File: src/rtl/mic_b_bus_mux.sv
// Registered B-bus source selector: valid/ready select in, one-hot enable plus captured word out.
// Optional MBR/MBRU byte sources are enabled by defining MIC_MBR_EXT_EN.
//
// state    | meaning
// IDLE     | nothing driven, ready for a selection
// DRIVE    | b_bus/b_en valid for exactly one cycle, still accepting
// WAIT_MDR | MDR selected while a memory read is filling it; stalled
module mic_b_bus_mux #(
  parameter int WIDTH    = 32,
  parameter int NUM_SRC  = 8,
  parameter int MDR_IDX  = 7,
  parameter int WAIT_MAX = 15,
`ifdef MIC_MBR_EXT_EN
  localparam int NSEL    = NUM_SRC + 2,
`else
  localparam int NSEL    = NUM_SRC,
`endif
  localparam int SEL_W   = (NSEL > 1) ? $clog2(NSEL) : 1
) (
  input  logic                     clk,
  input  logic                     rst_n,
  input  logic                     sel_valid,
  output logic                     sel_ready,
  input  logic [SEL_W-1:0]         sel,
  input  logic [NUM_SRC*WIDTH-1:0] src_data,
  input  logic                     mdr_busy,
  input  logic [7:0]               mbr_byte,
  output logic                     b_valid,
  output logic [NSEL-1:0]          b_en,
  output logic [WIDTH-1:0]         b_bus,
  output logic                     err_sel,
  output logic                     err_timeout
);

  localparam int CNT_W = $clog2(WAIT_MAX + 1);

  localparam logic [1:0] ST_IDLE     = 2'd0;
  localparam logic [1:0] ST_DRIVE    = 2'd1;
  localparam logic [1:0] ST_WAIT_MDR = 2'd2;

  logic [1:0]       state_q, state_d;
  logic [CNT_W-1:0] cnt_q, cnt_d;
  logic             b_valid_q, b_valid_d;
  logic [NSEL-1:0]  b_en_q, b_en_d;
  logic [WIDTH-1:0] b_bus_q, b_bus_d;
  logic             err_sel_q, err_sel_d;
  logic             err_timeout_q, err_timeout_d;

  logic             accept;
  logic             sel_illegal;
  logic             sel_is_mdr;
  logic [WIDTH-1:0] sel_word;
  logic [WIDTH-1:0] mdr_word;

  assign sel_ready   = (state_q != ST_WAIT_MDR);
  assign accept      = sel_valid && sel_ready;
  assign sel_illegal = ({1'b0, sel} >= (SEL_W+1)'(NSEL));
  assign sel_is_mdr  = (sel == SEL_W'(MDR_IDX));
  assign mdr_word    = src_data[MDR_IDX*WIDTH +: WIDTH];

  always_comb begin
    sel_word = '0;
    for (int i = 0; i < NUM_SRC; i++) begin
      if (sel == SEL_W'(i)) sel_word = src_data[i*WIDTH +: WIDTH];
    end
`ifdef MIC_MBR_EXT_EN
    if (sel == SEL_W'(NUM_SRC))     sel_word = {{(WIDTH-8){mbr_byte[7]}}, mbr_byte};
    if (sel == SEL_W'(NUM_SRC + 1)) sel_word = {{(WIDTH-8){1'b0}}, mbr_byte};
`endif
  end

`ifndef MIC_MBR_EXT_EN
  logic unused_mbr;
  assign unused_mbr = ^mbr_byte;
`endif

  always_comb begin
    state_d       = state_q;
    cnt_d         = cnt_q;
    b_valid_d     = 1'b0;
    b_en_d        = '0;
    b_bus_d       = b_bus_q;
    err_sel_d     = 1'b0;
    err_timeout_d = 1'b0;
    case (state_q)
      ST_WAIT_MDR: begin
        if (!mdr_busy) begin
          state_d   = ST_DRIVE;
          cnt_d     = '0;
          b_valid_d = 1'b1;
          b_en_d    = NSEL'(1) << MDR_IDX;
          b_bus_d   = mdr_word;
        end else if (cnt_q == CNT_W'(WAIT_MAX)) begin
          state_d       = ST_IDLE;
          cnt_d         = '0;
          err_timeout_d = 1'b1;
        end else begin
          cnt_d = cnt_q + 1'b1;
        end
      end
      default: begin
        // IDLE and DRIVE behave alike: a drive never outlives its one cycle
        state_d = ST_IDLE;
        if (accept) begin
          if (sel_illegal) begin
            err_sel_d = 1'b1;
          end else if (sel_is_mdr && mdr_busy) begin
            state_d = ST_WAIT_MDR;
            cnt_d   = CNT_W'(1);
          end else begin
            state_d   = ST_DRIVE;
            b_valid_d = 1'b1;
            b_en_d    = NSEL'(1) << sel;
            b_bus_d   = sel_word;
          end
        end
      end
    endcase
  end

  always_ff @(posedge clk or negedge rst_n) begin
    if (!rst_n) begin
      state_q       <= ST_IDLE;
      cnt_q         <= '0;
      b_valid_q     <= 1'b0;
      b_en_q        <= '0;
      b_bus_q       <= '0;
      err_sel_q     <= 1'b0;
      err_timeout_q <= 1'b0;
    end else begin
      state_q       <= state_d;
      cnt_q         <= cnt_d;
      b_valid_q     <= b_valid_d;
      b_en_q        <= b_en_d;
      b_bus_q       <= b_bus_d;
      err_sel_q     <= err_sel_d;
      err_timeout_q <= err_timeout_d;
    end
  end

  assign b_valid     = b_valid_q;
  assign b_en        = b_en_q;
  assign b_bus       = b_bus_q;
  assign err_sel     = err_sel_q;
  assign err_timeout = err_timeout_q;

endmodule

File: config.mk
export PLATFORM = sky130hd
export DESIGN_NAME = mic_b_bus_mux
export DESIGN_NICKNAME = d
export VERILOG_FILES = /design/src/rtl/mic_b_bus_mux.sv
export SDC_FILE = /design/constraint.sdc
export NUM_CORES = 1
export LEC_CHECK = 0
export CAP_MARGIN = 0
export CORE_AREA = 2 2 121 123
export DETAILED_ROUTE_END_ITERATION = 6
export DIE_AREA = 0 0 123 125
export GPL_ROUTABILITY_DRIVEN = 0
export PLACE_DENSITY = 0.76
export SLEW_MARGIN = 20
export SYNTH_ARGS = -nofsm -noshare
export SYNTH_HDL_FRONTEND = slang
export SYNTH_SLANG_ARGS = --single-unit
File: constraint.sdc
create_clock -name clk -period 2.65 [get_ports clk]
set_clock_uncertainty 0.15 [all_clocks]
set_input_delay 0.6625 -clock clk [delete_from_list [all_inputs] [get_ports clk]]
set_output_delay 0.6625 -clock clk [all_outputs]
set_load 0.05 [all_outputs]
==> results of run 1 <==
-- per-layer routing --
metal | global-route usage, % | up-vias | part of all wire [%]
li1 | - | 2315 | -
met3 | 5.520 | 21 | 8.9
met5 | 0 | - | 0.076
met1 | 26.56 | 2254 | 39
met2 | 37.89 | 223 | 50
met4 | 4.345 | 2 | 1.5
-- kinds of logic (layout without fill, tap and decap cells) --
kind of cell	count (synthesis)	count (layout)	synth area share, %
AO/OA/AOI/OAI	133	133	24.71
AND/OR/NAND/NOR	100	100	11.04
multiplexers	96	96	24.12
buffers and inverters	85	373	9.764
flip-flops	48	48	29.76
adder cells (fa/ha/maj)	1	1	0.3099
other	1	1	0.09291
XOR/XNOR	1	1	0.2170
-- sequential cells by signal, summed over array words and instances, names as in the netlist --
register,count
b_en,8
cnt_q,4
state_q,2
err_timeout,1
b_bus,32
b_valid,1
-- power groups by stage --
stage               logic (W)  clock network [W]  registers (W)
finish                0.00138           0.000731       0.000876
global route          0.00147           0.000795       0.000888
CTS                   0.00139           0.000759       0.000877
detailed placement    0.00139                  0       0.000888
global placement      0.00138                  0       0.000887
floorplan            0.000394                  0        0.00117
-- worst reg2reg max path: cells and delay by family, from the launching register on --
kind / cells / cell delay (ps)
and+or+nand+nor: 2 / 410
buffers and inverters: 2 / 410
DFF: 1 / 420
AOI/OAI and AO/OA: 2 / 430
-- placed cells by master, fill, tap and decap left out, types with 2 or more instances in the layout --
| cell type | synthesis | layout |
|---|---|---|
| a21oi_1 | 2 | 2 |
| a22oi_1 | 31 | 31 |
| buf_12 | 0 | 3 |
| buf_2 | 9 | 3 |
| buf_4 | 11 | 24 |
| clkbuf_16 | 0 | 5 |
| clkdlybuf4s50_1 | 0 | 299 |
| clkinv_4 | 0 | 2 |
| dfrtp_1 | 48 | 48 |
| inv_1 | 34 | 34 |
| mux2i_1 | 95 | 95 |
| nand2_1 | 68 | 68 |
| nand2b_1 | 3 | 2 |
| nand3_1 | 8 | 7 |
| nand4_1 | 2 | 2 |
| nor2_1 | 7 | 6 |
| nor2b_4 | 1 | 2 |
| nor3_1 | 4 | 4 |
| o21ai_0 | 32 | 32 |
| o221ai_1 | 63 | 63 |
-- worst min path at each step --
stage,to,slack (ps),cells after the start
3_3_place_gp,cnt_q[3],330,1
2_1_floorplan,b_bus[0],220,0
5_1_grt,b_bus[25],230,1
3_5_place_dp,cnt_q[3],340,1
6_report,b_bus[25],190,1
4_1_cts,b_bus[25],210,1
-- stage by stage --
| stage | power (W) | cells | area (um^2) |
|---|---|---|---|
| after CTS | 0.003029 | 937 | 7466 |
| after global routing | 0.003158 | 937 | 7466 |
| final | 0.002989 | 937 | 7466 |
| after detailed placement | 0.002278 | 929 | 7293 |
| after floorplan | 0.001567 | 465 | 4036 |
| after global placement | 0.002266 | 929 | 7293 |
-- area by class of cell --
type,count,area [um^2]
clock buffers,5,125.1
clock inverters,3,47.55
fillers,1359,6738
inverters,35,131.4
multi-input cells,332,2471
flip-flops and latches,48,1201
well taps,184,230.2
repair buffers,330,3259
==> out/results.ini, run 1 <==
[outcome]
status=completed

[worst_setup_path]
crit_arrival_ps=1490
required_ps=1840
critPathLaunch=b_bus[16]
endpoint_kind=output pin
worst-path-stages=1
r2r_slack_ps=730
path_cells=clkdlybuf4s50_1
reg2reg_depth=6
path_delay_family=buffers and inverters
slowest_delay_ps=820
critical_path_class=reg -> out
cpMaxStageDelayCell=clkdlybuf4s50_1
start_kind=register
crit_fanout=2
worstReg2RegEnd=b_bus[26]
r2r-start=state_q[0]
path_buf_inv=1
crit_end=b_bus[16]

[logic_synthesis]
ys_ff_latch=48
synth_area_leaders=dfrtp_1 (30%), mux2i_1 (24%), o221ai_1 (14%)
synth-edff-count=0
synthArstFlopShare_pct=100.0
yosysMostFrequentCell=mux2i_1
synth.avg_cell_area_um2=8.680
netlist.area_leader.share_pct=29.76
synthCells=465
yosysWarnings=0
yosysSeqAreaShare_pct=29.76
synth_area_leader_cell=dfrtp_1
synth_ff_type=dfrtp_1
netlist_area_um2=4036
synth.distinct_cells=36
synth_fp_nets=737
ys_top_cells_by_count=mux2i_1 (95), nand2_1 (68), o221ai_1 (63)

[cells_and_area]
syn_to_final_growth_pct=84.97
nNetsFinal=1024
antenna_cells=0
layout-drive-gt1-share_pct=6.773
final_util_pct=52.56

[timing]
fmax_mhz=435.2
period_needed_ps=2298
layout_setup_ws_ps=352.2
post-route-period-util_pct=86.71
hold_viol=0
rsz0062_at_grt=no
finalSetupViolCount=0
relSlewSlack_pct=37.06
setup_tns_ps=0
max_slew.worst_pin.slew_ps=941.9
drv_slew=0
hold-worst-slack_ps=194.0

[hold_path]
min_path_type=in -> async

[global_routing]
antenna_found_initial=1
track_usage_pct=21.61
grt_max_degree=40
grt_pass1_wl_um=26040
grt_overflow=0
grt_pass1_vias=4829

[cts]
cts_root_buf=clkbuf_16
cts_htree_levels=2
clk_latency_ps=280
cts_tree=yes
clk_path_buf_depth=2
cts.clk_slew.worst_paths_ps=70
cts_made_buffers=5
cts_sinks=48
post-cts-setup-buffers=0
hold_buffers=0
postCtsResizedCells=0

[drt]
via_per_inst=5.139
routed_wl_um=17160
drt-pass1-iter-count=4
drc=0
wl_per_cell_um=18.31
vias=4815
drt_iter0_markers=381
antenna_left=0

[place]
io_buffers=305
dp_hpwl_um=13450
dp_worst_setup_slack_ps=145.8

[power]
power_density_nw_per_um2=400.4
seq_power_share_pct=29.3
swShare_pct=34.54
power_frac_clock_pct=24.5
p_switching_w=0.001033
vdd_ir_drop_max_mv=0.3204
combPwrFrac_pct=46.2
leakage_nw=3.200
intPower_w=0.001957

[floorplan]
initial_utilization_pct=28.42
floorplan.die_area_um2=15380
rows=44
die_w_um=123
ios=315
core_area_um2=14200
die_h_um=125

[job]
drv_cap=0

Power figures use the tool's default switching activity.
==> inputs of run 2 (changes only) <==
--- a/config.mk
+++ b/config.mk
@@ -6,12 +6,12 @@
 export NUM_CORES = 1
 export LEC_CHECK = 0
 export CAP_MARGIN = 0
-export CORE_AREA = 2 2 121 123
+export CELL_PAD_IN_SITES_DETAIL_PLACEMENT = 2
+export CELL_PAD_IN_SITES_GLOBAL_PLACEMENT = 2
+export CORE_UTILIZATION = 19
 export DETAILED_ROUTE_END_ITERATION = 6
-export DIE_AREA = 0 0 123 125
 export GPL_ROUTABILITY_DRIVEN = 0
-export PLACE_DENSITY = 0.76
-export SLEW_MARGIN = 20
+export PLACE_DENSITY = 0.94
 export SYNTH_ARGS = -nofsm -noshare
 export SYNTH_HDL_FRONTEND = slang
 export SYNTH_SLANG_ARGS = --single-unit
==> constraint.sdc (replaced) <==
create_clock -name clk -period 2.95 [get_ports clk]
set_clock_uncertainty 0.15 [all_clocks]
set_input_delay 0.7375 -clock clk [delete_from_list [all_inputs] [get_ports clk]]
set_output_delay 0.7375 -clock clk [all_outputs]
set_load 0.05 [all_outputs]
==> run 2 against run 1 <==
Compared with the run above: via count increased by 4.8%; sequential share of layout area down 0.18 points; critical path type unchanged; cell count is 8.6% higher; register-to-register slack better by 170 ps; flip-flop and latch count is the same; critical path depth is 2 higher; non-clock buffer count is 5 lower.
==> out/results.ini, run 2 (synthesis results as in run 1) <==
[timing]
setup_tns_ps=0  ; unchanged
hold-worst-slack_ps=74.37  ; -119.6 ps
fmax_mhz=356.4
finalSetupViolCount=0  ; unchanged
rsz0062_at_grt=no
max_slew.worst_pin.slew_ps=1069  ; +127.5 ps
drv_slew=0  ; unchanged
hold_viol=0  ; unchanged
post-route-period-util_pct=95.11
period_needed_ps=2806
relSlewSlack_pct=28.54  ; -8.5 points

[global_routing]
grt_pass1_vias=5865  ; +21%
grt_overflow=0  ; unchanged
antenna_found_initial=0  ; -1
grt_max_degree=61  ; +53%
track_usage_pct=20.48  ; -1.1 points
grt_pass1_wl_um=34000  ; +31%

[power]
power_frac_clock_pct=25.2  ; +0.7 points
swShare_pct=36.60  ; +2.1 points
intPower_w=0.001759  ; -10%
vdd_ir_drop_max_mv=0.1984  ; -38%
seq_power_share_pct=28.4  ; -0.9 points
power_density_nw_per_um2=367.3  ; -8.3%
leakage_nw=3.175  ; -0.78%
p_switching_w=0.001015  ; -1.7%
combPwrFrac_pct=46.4  ; +0.2 points
power.total_w=0.002774  ; -7.2%

[cells_and_area]
final_common_cell=clkdlybuf4s50_1
largest_reg_flops=32  ; unchanged
nNetsFinal=1019  ; -0.49%
layout-drive-gt1-share_pct=5.882  ; -0.89 points
syn_to_final_growth_pct=87.10
layout_common_cells=clkdlybuf4s50_1 (301), mux2i_1 (95), nand2_1 (68)
antenna_cells=0  ; unchanged

[cts]
cts_root_buf=clkbuf_16
cts_htree_levels=2  ; unchanged
post-cts-setup-buffers=0  ; unchanged
cts_made_buffers=5  ; unchanged
postCtsResizedCells=0  ; unchanged
clk_path_buf_depth=2  ; unchanged
hold_buffers=0  ; unchanged
cts_sinks=48  ; unchanged
cts.clk_slew.worst_paths_ps=70  ; about the same
clk_latency_ps=300  ; +20 ps
cts_tree=yes

[drt]
drt-pass1-iter-count=4  ; unchanged
dr_wl_met2_um=11950  ; +38%
via_per_inst=4.958  ; -3.5%
drt-met1-wl_um=8635  ; +29%
topRoutingLayerUsed=met4
antenna_left=0  ; unchanged
drc=0  ; unchanged
drt_iter0_markers=157  ; -59%
wl_per_cell_um=22.08  ; +21%
vias=5047  ; +4.8%
routed_wl_um=22480  ; +31%
wl_met3_um=1270  ; -17%

[floorplan]
die_w_um=147.8  ; +20%
floorplan.die_area_um2=21830  ; +42%
ios=315  ; unchanged
die_h_um=147.8  ; +18%
initial_utilization_pct=19.63  ; -8.8 points
core_area_um2=20560  ; +45%
rows=52  ; +18%

[worst_setup_path]
r2r_slack_ps=900  ; +170 ps
path_delay_family=buffers and inverters
cpMaxStageDelayCell=clkdlybuf4s50_1
critical_path_class=reg -> out
endpoint_kind=output pin
required_ps=2060  ; +220 ps
start_kind=register
slowest_delay_ps=870  ; +50 ps
path_cells=nor2b_4, inv_2, clkdlybuf4s50_1
crit_fanout=10  ; +8
path_buf_inv=2  ; +1
crit_arrival_ps=1920  ; +430 ps

[place]
dp_hpwl_um=17470  ; +30%
io_buffers=305  ; unchanged

[outcome]
status=completed

[hold_path]
min_path_type=in -> async

[job]
drv_cap=0  ; unchanged

[run 2: changes by cell type in the layout (fill, tap and decap cells not counted)]
cell             before  now
buf_12                3    4
buf_4                24   16
clkdlybuf4s50_1     299  301
clkinv_4              2    0
clkinvlp_4            0    1
inv_6                 0    1
[run 2: routing by layer]
layer / up-vias / global-route usage [%]
met5: - / 0
met4: 0 / 6.649
met3: 37 / 4.383
met2: 206 / 38.80
met1: 2497 / 22.45
li1: 2307 / -
[run 2: power groups by stage]
stage	sequential (W)	clock, W	combinational, W
after global placement	0.000795	0	0.00125
after detailed placement	0.000802	0	0.00130
after CTS	0.000790	0.000728	0.00130
after floorplan	0.00105	0	0.000354
final	0.000789	0.000698	0.00129
after global routing	0.000801	0.000745	0.00136
[run 2: path summary, 6_finish.rpt]
path                                 start           to  cells past startpoint
worst max-delay path            state_q[1]    sel_ready                      3
worst min-delay path                 rst_n  err_timeout                      1
worst max register to register  state_q[0]     b_bus[5]                      6
worst min register to register    cnt_q[3]     cnt_q[3]                      1
max in group asynchronous            rst_n     b_bus[8]                      2
min in group clk                  cnt_q[3]     cnt_q[3]                      1
[run 2: layout make-up]
type	count	area, um^2
timing repair buffer	325	3239
sequential	48	1201
clock buffer	5	125.1
tap	270	337.8
fill	2298	13010
multi-input combinational	332	2471
clock inverter	3	46.29
inverter	35	131.4
[run 2: stage by stage]
| step | cell area, um^2 | cells | setup WS [ps] | utilization (%) |
|---|---|---|---|---|
| 4_1_cts | 7552 | 1018 | 138.3 | 36.73 |
| 3_5_place_dp | 7381 | 1010 | 118.9 | 35.90 |
| 2_1_floorplan | 4036 | 465 | 846.9 | - |
| 6_report | 7552 | 1018 | 144.1 | 36.73 |
| 3_3_place_gp | 7381 | 1010 | 254.3 | 35.90 |
| 5_1_grt | 7552 | 1018 | 91.95 | 36.73 |
